$ cat config.mk
export PLATFORM = sky130hd
export DESIGN_NAME = motor_speed_ctrl
export DESIGN_NICKNAME = d
export VERILOG_FILES = /design/src/rtl/motor_pkg.sv /design/src/rtl/pwm_gen.sv /design/src/rtl/motor_speed_ctrl.sv
export SDC_FILE = /design/constraint.sdc
export NUM_CORES = 1
export LEC_CHECK = 0
export ABC_AREA = 1
export CAP_MARGIN = 5
export CORE_UTILIZATION = 55
export DETAILED_ROUTE_END_ITERATION = 6
export GPL_TIMING_DRIVEN = 0
export HOLD_SLACK_MARGIN = 0.03
export PLACE_DENSITY = 0.76
export SYNTH_ARGS = -nofsm -noshare
export SYNTH_HDL_FRONTEND = slang
export SYNTH_SLANG_ARGS = --single-unit
$ cat constraint.sdc
create_clock -name clk_sys -period 2.58 [get_ports clk_sys]
set_input_delay 0.387 -clock clk_sys [delete_from_list [all_inputs] [get_ports clk_sys]]
set_output_delay 0.387 -clock clk_sys [all_outputs]
set_load 0.01 [all_outputs]
$ cat src/rtl/motor_pkg.sv
// Shared types and widths for the motor speed controller and its PWM generator.
package motor_pkg;

  localparam int unsigned SPEED_W    = 8;
  localparam int unsigned DUTY_W     = 8;
  localparam int unsigned PWM_PERIOD = 255;
  localparam int unsigned ERR_W      = SPEED_W + 1;
  localparam int unsigned SUM_W      = DUTY_W + 2;

  typedef enum logic [2:0] {
    ST_IDLE,
    ST_WAIT_SAMPLE,
    ST_COMPUTE,
    ST_APPLY,
    ST_FAULT
  } state_t;

  // Clamp a signed duty + delta sum into 0..255.
  function automatic logic [DUTY_W-1:0] sat_duty(input logic signed [SUM_W-1:0] sum);
    if (sum[SUM_W-1])      return '0;
    else if (sum[SUM_W-2]) return '1;
    else                   return sum[DUTY_W-1:0];
  endfunction

endpackage

$ cat src/rtl/pwm_gen.sv
// Free-running 255-cycle PWM with a duty shadow latched only at period wrap.
module pwm_gen
  import motor_pkg::*;
(
  input  logic              clk_sys,
  input  logic              rst_n,
  input  logic [DUTY_W-1:0] duty,
  input  logic              force_off,
  output logic              pwm_out
);

  localparam logic [DUTY_W-1:0] CNT_LAST = DUTY_W'(PWM_PERIOD - 1);

  logic [DUTY_W-1:0] cnt;
  logic [DUTY_W-1:0] shadow;
  logic              wrap_c;

  assign wrap_c = (cnt == CNT_LAST);

  // force_off bypasses the period boundary so the bridge drops right away.
  always_ff @(posedge clk_sys or negedge rst_n) begin
    if (!rst_n) begin
      cnt     <= '0;
      shadow  <= '0;
      pwm_out <= 1'b0;
    end else begin
      cnt <= wrap_c ? '0 : cnt + DUTY_W'(1);
      if (force_off)   shadow <= '0;
      else if (wrap_c) shadow <= duty;
      pwm_out <= !force_off && (cnt < shadow);
    end
  end

endmodule

$ cat src/rtl/motor_speed_ctrl.sv
// Closed-loop proportional speed controller: sample, compute, apply, with
// stall detection and an internal PWM drive.
module motor_speed_ctrl
  import motor_pkg::*;
#(
  parameter int unsigned KP_SHIFT       = 2,
  parameter int unsigned SAMPLE_TIMEOUT = 50000,
  parameter int unsigned STALL_DUTY     = 192,
  parameter int unsigned STALL_COUNT    = 8
) (
  input  logic               clk_sys,
  input  logic               rst_n,
  input  logic               enable,
  input  logic [SPEED_W-1:0] target_speed,
  input  logic [SPEED_W-1:0] meas_speed,
  input  logic               meas_valid,
  output logic [DUTY_W-1:0]  duty,
  output logic               pwm_out,
  output logic               update_strobe,
  output logic               stall_fault
);

  localparam int unsigned TO_W    = (SAMPLE_TIMEOUT > 1) ? $clog2(SAMPLE_TIMEOUT) : 1;
  localparam int unsigned STALL_W = $clog2(STALL_COUNT + 1);

  state_t                    state;
  logic [SPEED_W-1:0]        cap_speed;
  logic signed [ERR_W-1:0]   delta_q;
  logic [TO_W-1:0]           tout_cnt;
  logic [STALL_W-1:0]        stall_cnt;

  logic signed [ERR_W-1:0]   err_c;
  logic signed [ERR_W-1:0]   shr_c;
  logic signed [ERR_W-1:0]   delta_c;
  logic signed [SUM_W-1:0]   sum_c;
  logic                      qualify_c;
  logic                      stall_hit_c;
  logic                      force_off_c;

  // Proportional step; a nonzero error always moves duty by at least one.
  always_comb begin
    err_c   = $signed({1'b0, target_speed}) - $signed({1'b0, cap_speed});
    shr_c   = err_c >>> KP_SHIFT;
    delta_c = shr_c;
    if (err_c != '0 && shr_c == '0) delta_c = err_c[ERR_W-1] ? '1 : ERR_W'(1);
  end

  assign sum_c       = $signed({2'b00, duty}) + $signed({delta_q[ERR_W-1], delta_q});
  assign qualify_c   = (cap_speed == '0) && (duty >= DUTY_W'(STALL_DUTY)) && (target_speed != '0);
  assign stall_hit_c = (stall_cnt == STALL_W'(STALL_COUNT));

  // Kill the PWM on the same edge the controller enters IDLE or FAULT.
  assign force_off_c = !enable || (state == ST_IDLE) || (state == ST_FAULT)
                     || (state == ST_APPLY && stall_hit_c);

  always_ff @(posedge clk_sys or negedge rst_n) begin
    if (!rst_n) begin
      state         <= ST_IDLE;
      cap_speed     <= '0;
      delta_q       <= '0;
      tout_cnt      <= '0;
      stall_cnt     <= '0;
      duty          <= '0;
      update_strobe <= 1'b0;
      stall_fault   <= 1'b0;
    end else if (!enable) begin
      state         <= ST_IDLE;
      tout_cnt      <= '0;
      stall_cnt     <= '0;
      duty          <= '0;
      update_strobe <= 1'b0;
      stall_fault   <= 1'b0;
    end else begin
      update_strobe <= 1'b0;
      case (state)
        ST_IDLE: begin
          duty  <= '0;
          state <= ST_WAIT_SAMPLE;
        end
        ST_WAIT_SAMPLE: begin
          if (meas_valid) begin
            cap_speed <= meas_speed;
            tout_cnt  <= '0;
            state     <= ST_COMPUTE;
          end else if (tout_cnt == TO_W'(SAMPLE_TIMEOUT - 1)) begin
            cap_speed <= '0;
            tout_cnt  <= '0;
            state     <= ST_COMPUTE;
          end else begin
            tout_cnt <= tout_cnt + TO_W'(1);
          end
        end
        ST_COMPUTE: begin
          delta_q <= delta_c;
          if (!qualify_c)        stall_cnt <= '0;
          else if (!stall_hit_c) stall_cnt <= stall_cnt + STALL_W'(1);
          update_strobe <= 1'b1;
          state         <= ST_APPLY;
        end
        ST_APPLY: begin
          if (stall_hit_c) begin
            duty        <= '0;
            stall_fault <= 1'b1;
            state       <= ST_FAULT;
          end else begin
            duty  <= (target_speed == '0) ? '0 : sat_duty(sum_c);
            state <= ST_WAIT_SAMPLE;
          end
        end
        ST_FAULT: begin
          duty        <= '0;
          stall_fault <= 1'b1;
        end
        default: state <= ST_IDLE;
      endcase
    end
  end

  pwm_gen u_pwm (
    .clk_sys   (clk_sys),
    .rst_n     (rst_n),
    .duty      (duty),
    .force_off (force_off_c),
    .pwm_out   (pwm_out)
  );

endmodule

==> impl_metrics.sql, run 1 <==
INSERT INTO impl_metrics (metric_group, metric, value, unit) VALUES
('clock_network', 'tritoncts', 'done', ''),
('clock_network', 'clock_tree.buffer_depth', '2', ''),
('timing', 'final_max_slew_viol_count', '0', ''),
('clock_network', 'post_cts_sizing_count', '0', ''),
('timing', 'worst_clock_skew', '0.009322', 'ns'),
('clock_network', 'worst_setup_hold_path_clk_slew', '0.07', 'ns'),
('finish', 'synthToLayoutAreaGrowth', '14.38', '%'),
('route', 'routedWlPerCell', '12.28', 'µm'),
('finish', 'n_antenna_cell', '0', ''),
('clock_network', 'cts_htree_levels', '3', ''),
('worst_setup_path', 'cp_slowest_stage_delay', '0.43', 'ns'),
('worst_setup_path', 'crit_path_end_kind', 'register', ''),
('timing', 'post-route-period-util', '83.60', '%'),
('logic_synthesis', 'synth_async_sr_flop_share', '100.0', '%'),
('timing', 'tightest_slew', '0.8269', 'ns'),
('timing', 'worst_slew_margin_rel', '44.88', '%'),
('worst_setup_path', 'crit_required', '2.81', 'ns'),
('global_routing', 'antenna_found_initial', '0', ''),
('finish', 'fin_nets', '642', ''),
('placement', 'place.detailed.hpwl', '6521', 'µm'),
('pwr', 'static-leakage-power', '2.456', 'nW'),
('status', 'outcome', 'finished clean', ''),
('pwr', 'peakVddDrop', '403.0', 'µV'),
('worst_setup_path', 'regToRegSetupSlack', '0.42', 'ns'),
('pwr', 'cell_internal_power', '1.856', 'mW'),
('floorplanning', 'core_area', '7253', 'µm²'),
('logic_synthesis', 'synth.yosys.warnings', '0', ''),
('timing', 'fmax', '463.6', 'MHz'),
('placement', 'placedCellCount', '679', ''),
('clock_network', 'tritoncts_num_sinks', '65', ''),
('worst_setup_path', 'setup_cp_type', 'register to register', ''),
('clock_network', 'root_buffer_master', 'sky130_fd_sc_hd__clkbuf_8', ''),
('timing', 'setup_repair_after_global_routing_missed_its_margin', 'no', ''),
('route', 'drtIter0Drc', '142', ''),
('route', 'ant_nets', '0', ''),
('worst_setup_path', 'reg2reg_depth', '10', ''),
('worst_setup_path', 'timing.critical_path.cells', 'ha_1, fa_1, nand3_1, nand2_1, nand2_1, nand3_1, nand2_1, nand3_1, nand3_1, nand2_1', ''),
('floorplanning', 'fp.dieH', '88.50', 'µm'),
('timing', 'finalHoldWorstSlack', '0.1340', 'ns'),
('worst_setup_path', 'worst_path_dominant_cell_family', 'simple AND/OR/NAND/NOR gates', ''),
('logic_synthesis', 'mappedNetlistNets', '602', ''),
('floorplanning', 'floorplan.die_area', '7832', 'µm²'),
('floorplanning', 'row_count', '31', ''),
('route', 'drc', '0', ''),
('finish', 'layout.filler_cells', '664', ''),
('worst_setup_path', 'crit_path_max_fanout', '8', ''),
('global_routing', 'grt_start_max_net_pins', '66', ''),
('logic_synthesis', 'syn-cell-area', '4115', 'µm²'),
('logic_synthesis', 'synth_area_leaders', 'sky130_fd_sc_hd__dfrtp_1 (40%), sky130_fd_sc_hd__nand2_1 (14%), sky130_fd_sc_hd__ha_1 (8.8%), sky130_fd_sc_hd__inv_1 (7.7%), sky130_fd_sc_hd__nand3_1 (6.8%)', ''),
('pwr', 'power_spent_charging_and_discharging_nets', '1.093', 'mW'),
('min_path', 'hold_path.class', 'input pin to asynchronous set/reset pin', ''),
('worst_setup_path', 'cpMaxStageDelayCell', 'sky130_fd_sc_hd__dfrtp_1', ''),
('floorplanning', 'floorplan.die.width', '88.50', 'µm'),
('logic_synthesis', 'synth_top_area_share', '39.53', '%'),
('pwr', 'p_sw_share', '37.07', '%'),
('global_routing', 'number_of_global_route_vias_before_repair', '3464', ''),
('global_routing', 'grt_overflow', '0', ''),
('pwr', 'p_clk_share', '26.4', '%'),
('timing', 'setup_viol', '0', ''),
('timing', 'fin_setup_tns', '0', 'ns'),
('pwr', 'seq_power_share', '41.3', '%'),
('pwr', 'p_comb_share', '32.3', '%'),
('route', 'routed_wl', '8537', 'µm'),
('floorplanning', 'initial_util', '56.74', '%'),
('clock_network', 'clkLatencyLatePin', '0.33', 'ns'),
('route', 'detailedRoute.firstPassIterationCount', '6', ''),
('worst_setup_path', 'critPathBufInv', '0', ''),
('worst_setup_path', 'cp-start-kind', 'register', ''),
('floorplanning', 'io_pins', '31', ''),
('worst_setup_path', 'timing.critical_path.arrival', '2.39', 'ns'),
('logic_synthesis', 'synth_cell_types', '34', '');
power groups by stage:
| stage | registers [mW] | logic (mW) | clock network [mW] |
|---|---|---|---|
| finish | 1.22 | 0.953 | 0.780 |
| CTS | 1.22 | 0.950 | 0.803 |
| global route | 1.23 | 1.08 | 0.843 |
| global placement | 1.23 | 0.907 | 0 |
| detailed placement | 1.23 | 0.945 | 0 |
| floorplan | 1.21 | 0.709 | 0 |
placed cells by master, fill, tap and decap left out, types with 2 or more instances in the layout:
cell / instances
sky130_fd_sc_hd__nand2_1: 151
sky130_fd_sc_hd__a21oi_1: 31
sky130_fd_sc_hd__nand3_1: 56
sky130_fd_sc_hd__nor2_4: 2
sky130_fd_sc_hd__clkinvlp_4: 2
sky130_fd_sc_hd__clkbuf_8: 10
sky130_fd_sc_hd__fa_1: 2
sky130_fd_sc_hd__nor4_1: 2
sky130_fd_sc_hd__ha_1: 29
sky130_fd_sc_hd__nor3_1: 8
sky130_fd_sc_hd__nand3_2: 2
sky130_fd_sc_hd__nor2_1: 38
sky130_fd_sc_hd__clkinv_2: 2
sky130_fd_sc_hd__nand3b_1: 2
sky130_fd_sc_hd__clkdlybuf4s50_1: 28
sky130_fd_sc_hd__a21o_1: 5
sky130_fd_sc_hd__o22ai_1: 5
sky130_fd_sc_hd__dfrtp_1: 65
sky130_fd_sc_hd__inv_1: 84
sky130_fd_sc_hd__xnor2_1: 4
sky130_fd_sc_hd__o21ai_0: 30
sky130_fd_sc_hd__xor2_1: 6
sky130_fd_sc_hd__nand4_1: 12
sky130_fd_sc_hd__inv_2: 3
layout make-up:
class                      count  area (µm²)  area share (%)
multi-input combinational    394        2135           45.35
sequential                    65        1627           34.56
inverter                      88       330.3           7.018
timing repair buffer          29       287.8           6.114
clock buffer                  10       137.6           2.924
tap                           99       123.9           2.632
clock inverter                 6       42.54          0.9038
buffer                         4       23.77          0.5051
per-stage QoR:
step	area [µm²]	setup WS, ns	utilization [%]
2_1_floorplan	4115	0.7126	-
3_3_place_gp	4529	-1.133	62.45
3_5_place_dp	4527	0.2084	62.41
4_1_cts	4707	0.4101	64.90
5_1_grt	4707	0.2308	64.90
6_report	4707	0.4230	64.90
how the worst max path moves through the flow:
stage | startpoint | to | slack (ns) | cells past startpoint
6_report | duty[0] | duty[6] | 0.42 | 10
5_1_grt | duty[0] | duty[6] | 0.23 | 10
4_1_cts | duty[0] | duty[6] | 0.41 | 10
3_5_place_dp | target_speed[0] | delta_q[0] | 0.21 | 12
3_3_place_gp | rst_n | tout_cnt[11] | -1.13 | 1
2_1_floorplan | duty[0] | duty[5] | 0.71 | 10
state kept, by name, summed over array words and instances, names as in the netlist, 3 cells and up:
signal,cells
state,3
u_pwm.shadow,8
tout_cnt,16
delta_q,7
u_pwm.cnt,8
cap_speed,8
duty,8
stall_cnt,4
cell families after synthesis:
group,count (synthesis),synth area share [%]
adder cells (fa/ha/maj),31,9.790
XOR/XNOR,10,2.128
flip-flops,65,39.53
AND/OR/NAND/NOR,278,30.04
buffers and inverters,92,8.604
AO/OA/AOI/OAI,75,9.912
metal layers:
| metal | global-route usage, % | up-vias | wire (µm) |
|---|---|---|---|
| li1 | - | 1876 | - |
| met1 | 30.03 | 1662 | 3946 |
| met2 | 43.43 | 58 | 4253 |
| met3 | 3.358 | 12 | 221 |
| met4 | 7.918 | 0 | 116 |
| met5 | 0 | - | 0 |
(Power assumes the default switching activity.)
==> inputs of run 2 (changes only) <==
Clock period 2.58 ns to 2 ns, I/O delays scaled along.
==> run 2 against run 1 <==
- critical path depth up 2
- final cell count up 0.14%
- sequential cell count unchanged
- clock skew up 0.0015 ns
- utilization up 0.53 points
- sequential share of layout area down 0.23 points
- die area unchanged
- total power up 30%
- largest power group unchanged
==> impl_metrics.sql, run 2 (same netlist as run 1, synthesis figures left out) <==
INSERT INTO impl_metrics (metric_group, metric, value, unit) VALUES
('status', 'outcome', 'finished clean', ''),
('global_routing', 'antenna_found_initial', '0', ''),
('finish', 'final_cell_mix', 'sky130_fd_sc_hd__nand2_1 (147), sky130_fd_sc_hd__inv_1 (83), sky130_fd_sc_hd__dfrtp_1 (63)', ''),
('worst_setup_path', 'reg2reg_depth', '10', ''),
('min_path', 'hold_path.class', 'input pin to asynchronous set/reset pin', ''),
('worst_setup_path', 'timing.rr.end', 'delta_q[0]', ''),
('global_routing', 'number_of_global_route_vias_before_repair', '3462', ''),
('worst_setup_path', 'crit_required', '2.27', 'ns'),
('timing', 'final_max_slew_viol_count', '0', ''),
('finish', 'finalCoreUtilization', '65.43', '%'),
('clock_network', 'hold_fix_buffers_at_cts', '0', ''),
('pwr', 'peakVddDrop', '520.4', 'µV'),
('timing', 'fmax', '525.9', 'MHz'),
('route', 'drtIter0Drc', '155', ''),
('timing', 'fin_setup_tns', '0', 'ns'),
('timing', 'tightest_slew', '0.8278', 'ns'),
('placement', 'numPortBuffers', '29', ''),
('route', 'routedWlPerCell', '12.31', 'µm'),
('route', 'routed_wl', '8570', 'µm'),
('clock_network', 'tritoncts', 'done', ''),
('finish', 'synthToLayoutAreaGrowth', '15.32', '%'),
('floorplanning', 'floorplan.die.width', '88.50', 'µm'),
('clock_network', 'root_buffer_master', 'sky130_fd_sc_hd__clkbuf_8', ''),
('route', 'vias_per_cell', '5.194', ''),
('route', 'num_vias', '3615', ''),
('worst_setup_path', 'cpMaxStageDelayCell', 'sky130_fd_sc_hd__clkdlybuf4s50_1', ''),
('worst_setup_path', 'crit_path_max_fanout', '2', ''),
('floorplanning', 'io_pins', '31', ''),
('worst_setup_path', 'timing.critical_path.arrival', '2.17', 'ns'),
('floorplanning', 'fp.dieH', '88.50', 'µm'),
('placement', 'place.detailed.hpwl', '6521', 'µm'),
('pwr', 'powerDensity', '808.3', 'nW/µm²'),
('route', 'drc', '0', ''),
('worst_setup_path', 'regToRegSetupSlack', '0.15', 'ns'),
('worst_setup_path', 'cp-start-kind', 'input pin', ''),
('worst_setup_path', 'setup_cp_type', 'input pin to register', ''),
('timing', 'finalHoldViolations', '0', ''),
('global_routing', 'grt_start_max_net_pins', '66', ''),
('finish', 'max_reg_flops', '16', ''),
('global_routing', 'track_usage', '24.22', '%'),
('finish', 'n_antenna_cell', '0', ''),
('clock_network', 'cts_made_buffers', '9', ''),
('worst_setup_path', 'crit_top_cell', 'sky130_fd_sc_hd__nand2_1', ''),
('timing', 'setup_viol', '0', ''),
('worst_setup_path', 'crit_path_end_kind', 'register', ''),
('finish', 'ratio_of_cells_with_drive_above_1_in_the_final_layout', '7.370', '%'),
('global_routing', 'grt_first_pass_wirelength', '14720', 'µm'),
('route', 'ant_nets', '0', ''),
('clock_network', 'clock_tree.buffer_depth', '2', ''),
('route', 'detailedRoute.firstPassIterationCount', '5', ''),
('floorplanning', 'floorplan.die_area', '7832', 'µm²'),
('worst_setup_path', 'timing.critical_path.cells', 'clkdlybuf4s50_1, inv_1, ha_2, fa_2, inv_2, nand3_1, nand2_1, nand2_1, o211a_1, nor2_1, nand2_1, a21oi_1', ''),
('floorplanning', 'initial_util', '56.74', '%'),
('clock_network', 'tritoncts_num_sinks', '65', ''),
('finish', 'fin_nets', '643', ''),
('floorplanning', 'core_area', '7253', 'µm²'),
('clock_network', 'cts_htree_levels', '3', ''),
('timing', 'setup_repair_after_global_routing_missed_its_margin', 'no', ''),
('clock_network', 'clkLatencyLatePin', '0.34', 'ns'),
('timing', 'worst_clock_skew', '0.01087', 'ns'),
('global_routing', 'grt_overflow', '0', ''),
('run', 'max-cap-violations', '0', ''),
('timing', 'worst_slew_margin_rel', '44.81', '%'),
('worst_setup_path', 'timing.rr.start', 'cap_speed[0]', ''),
('worst_setup_path', 'crit_path_end', 'delta_q[0]', ''),
('pwr', 'static-leakage-power', '2.453', 'nW'),
('worst_setup_path', 'cp_slowest_stage_delay', '0.45', 'ns'),
('worst_setup_path', 'timing.critical_path.from', 'target_speed[0]', ''),
('floorplanning', 'row_count', '31', ''),
('timing', 'post-route-period-util', '95.08', '%'),
('finish', 'layout_commonest_cell', 'sky130_fd_sc_hd__nand2_1', ''),
('pwr', 'totalPowerFinal', '3.836', 'mW'),
('clock_network', 'worst_setup_hold_path_clk_slew', '0.08', 'ns'),
('timing', 'final_period_minus_worst_setup_slack', '1.902', 'ns'),
('finish', 'largest_register_by_flop_count', 'tout_cnt', ''),
('placement', 'finalWeightedCongestion', '0.9055', '');
-- run 2: worst min-delay path by stage --
stage          cells after the start              end    startpoint
3_3_place_gp                       2     cap_speed[3]  cap_speed[3]
6_report                           1          duty[1]         rst_n
3_5_place_dp                       1       delta_q[7]         rst_n
4_1_cts                            1  u_pwm.shadow[1]         rst_n
2_1_floorplan                      0     cap_speed[0]         rst_n
5_1_grt                            1       delta_q[5]         rst_n
-- run 2: worst max-delay path, delay by kind of cell --
kind	cells	cell delay, ns
and+or+nand+nor	5	0.43
buffers and inverters	3	0.57
AOI/OAI and AO/OA	2	0.25
adders and majority gates	2	0.62
-- run 2: what timing repair did --
action | 4_1_cts | 5_1_grt
pin swaps | 1 | 4
resized for setup | 2 | 12
setup buffers | 1 | 0
endpoints found under the setup margin | 8 | 9
-- run 2: power breakdown --
group / internal [mW] / switching (mW)
Clock: 0.485 / 0.522
Sequential: 1.45 / 0.123
Combinational: 0.476 / 0.781
Total: 2.41 / 1.43
-- run 2: final cells by class --
class	instances	area, µm²
Clock buffer	10	137.6
Multi-Input combinational cell	394	2163
Sequential cell	65	1629
Clock inverter	6	42.54
Buffer	4	23.77
Timing Repair Buffer	30	295.3
Tap cell	99	123.9
Inverter	88	330.3
Fill cell	659	2507
-- run 2: routing by layer --
| layer | share of wire (%) | wire length [µm] | global-route usage [%] | up-vias |
|---|---|---|---|---|
| li1 | - | - | - | 1880 |
| met1 | 46 | 3957 | 30.09 | 1655 |
| met2 | 49 | 4237 | 43.36 | 66 |
| met3 | 3.0 | 258 | 3.358 | 14 |
| met4 | 1.4 | 117 | 7.918 | 0 |
| met5 | 0 | 0 | 0 | - |
-- run 2: metrics by stage --
stage	instances	setup WS, ns	hold WS [ns]	area, µm²
final	696	0.09832	0.05853	4746
after floorplan	551	0.1326	0.004409	4115
after global routing	696	0.0004927	0.1394	4746
after detailed placement	679	-0.2846	0.4589	4527
after global placement	679	-1.626	0.4570	4529
after CTS	696	0.02901	0.09494	4720
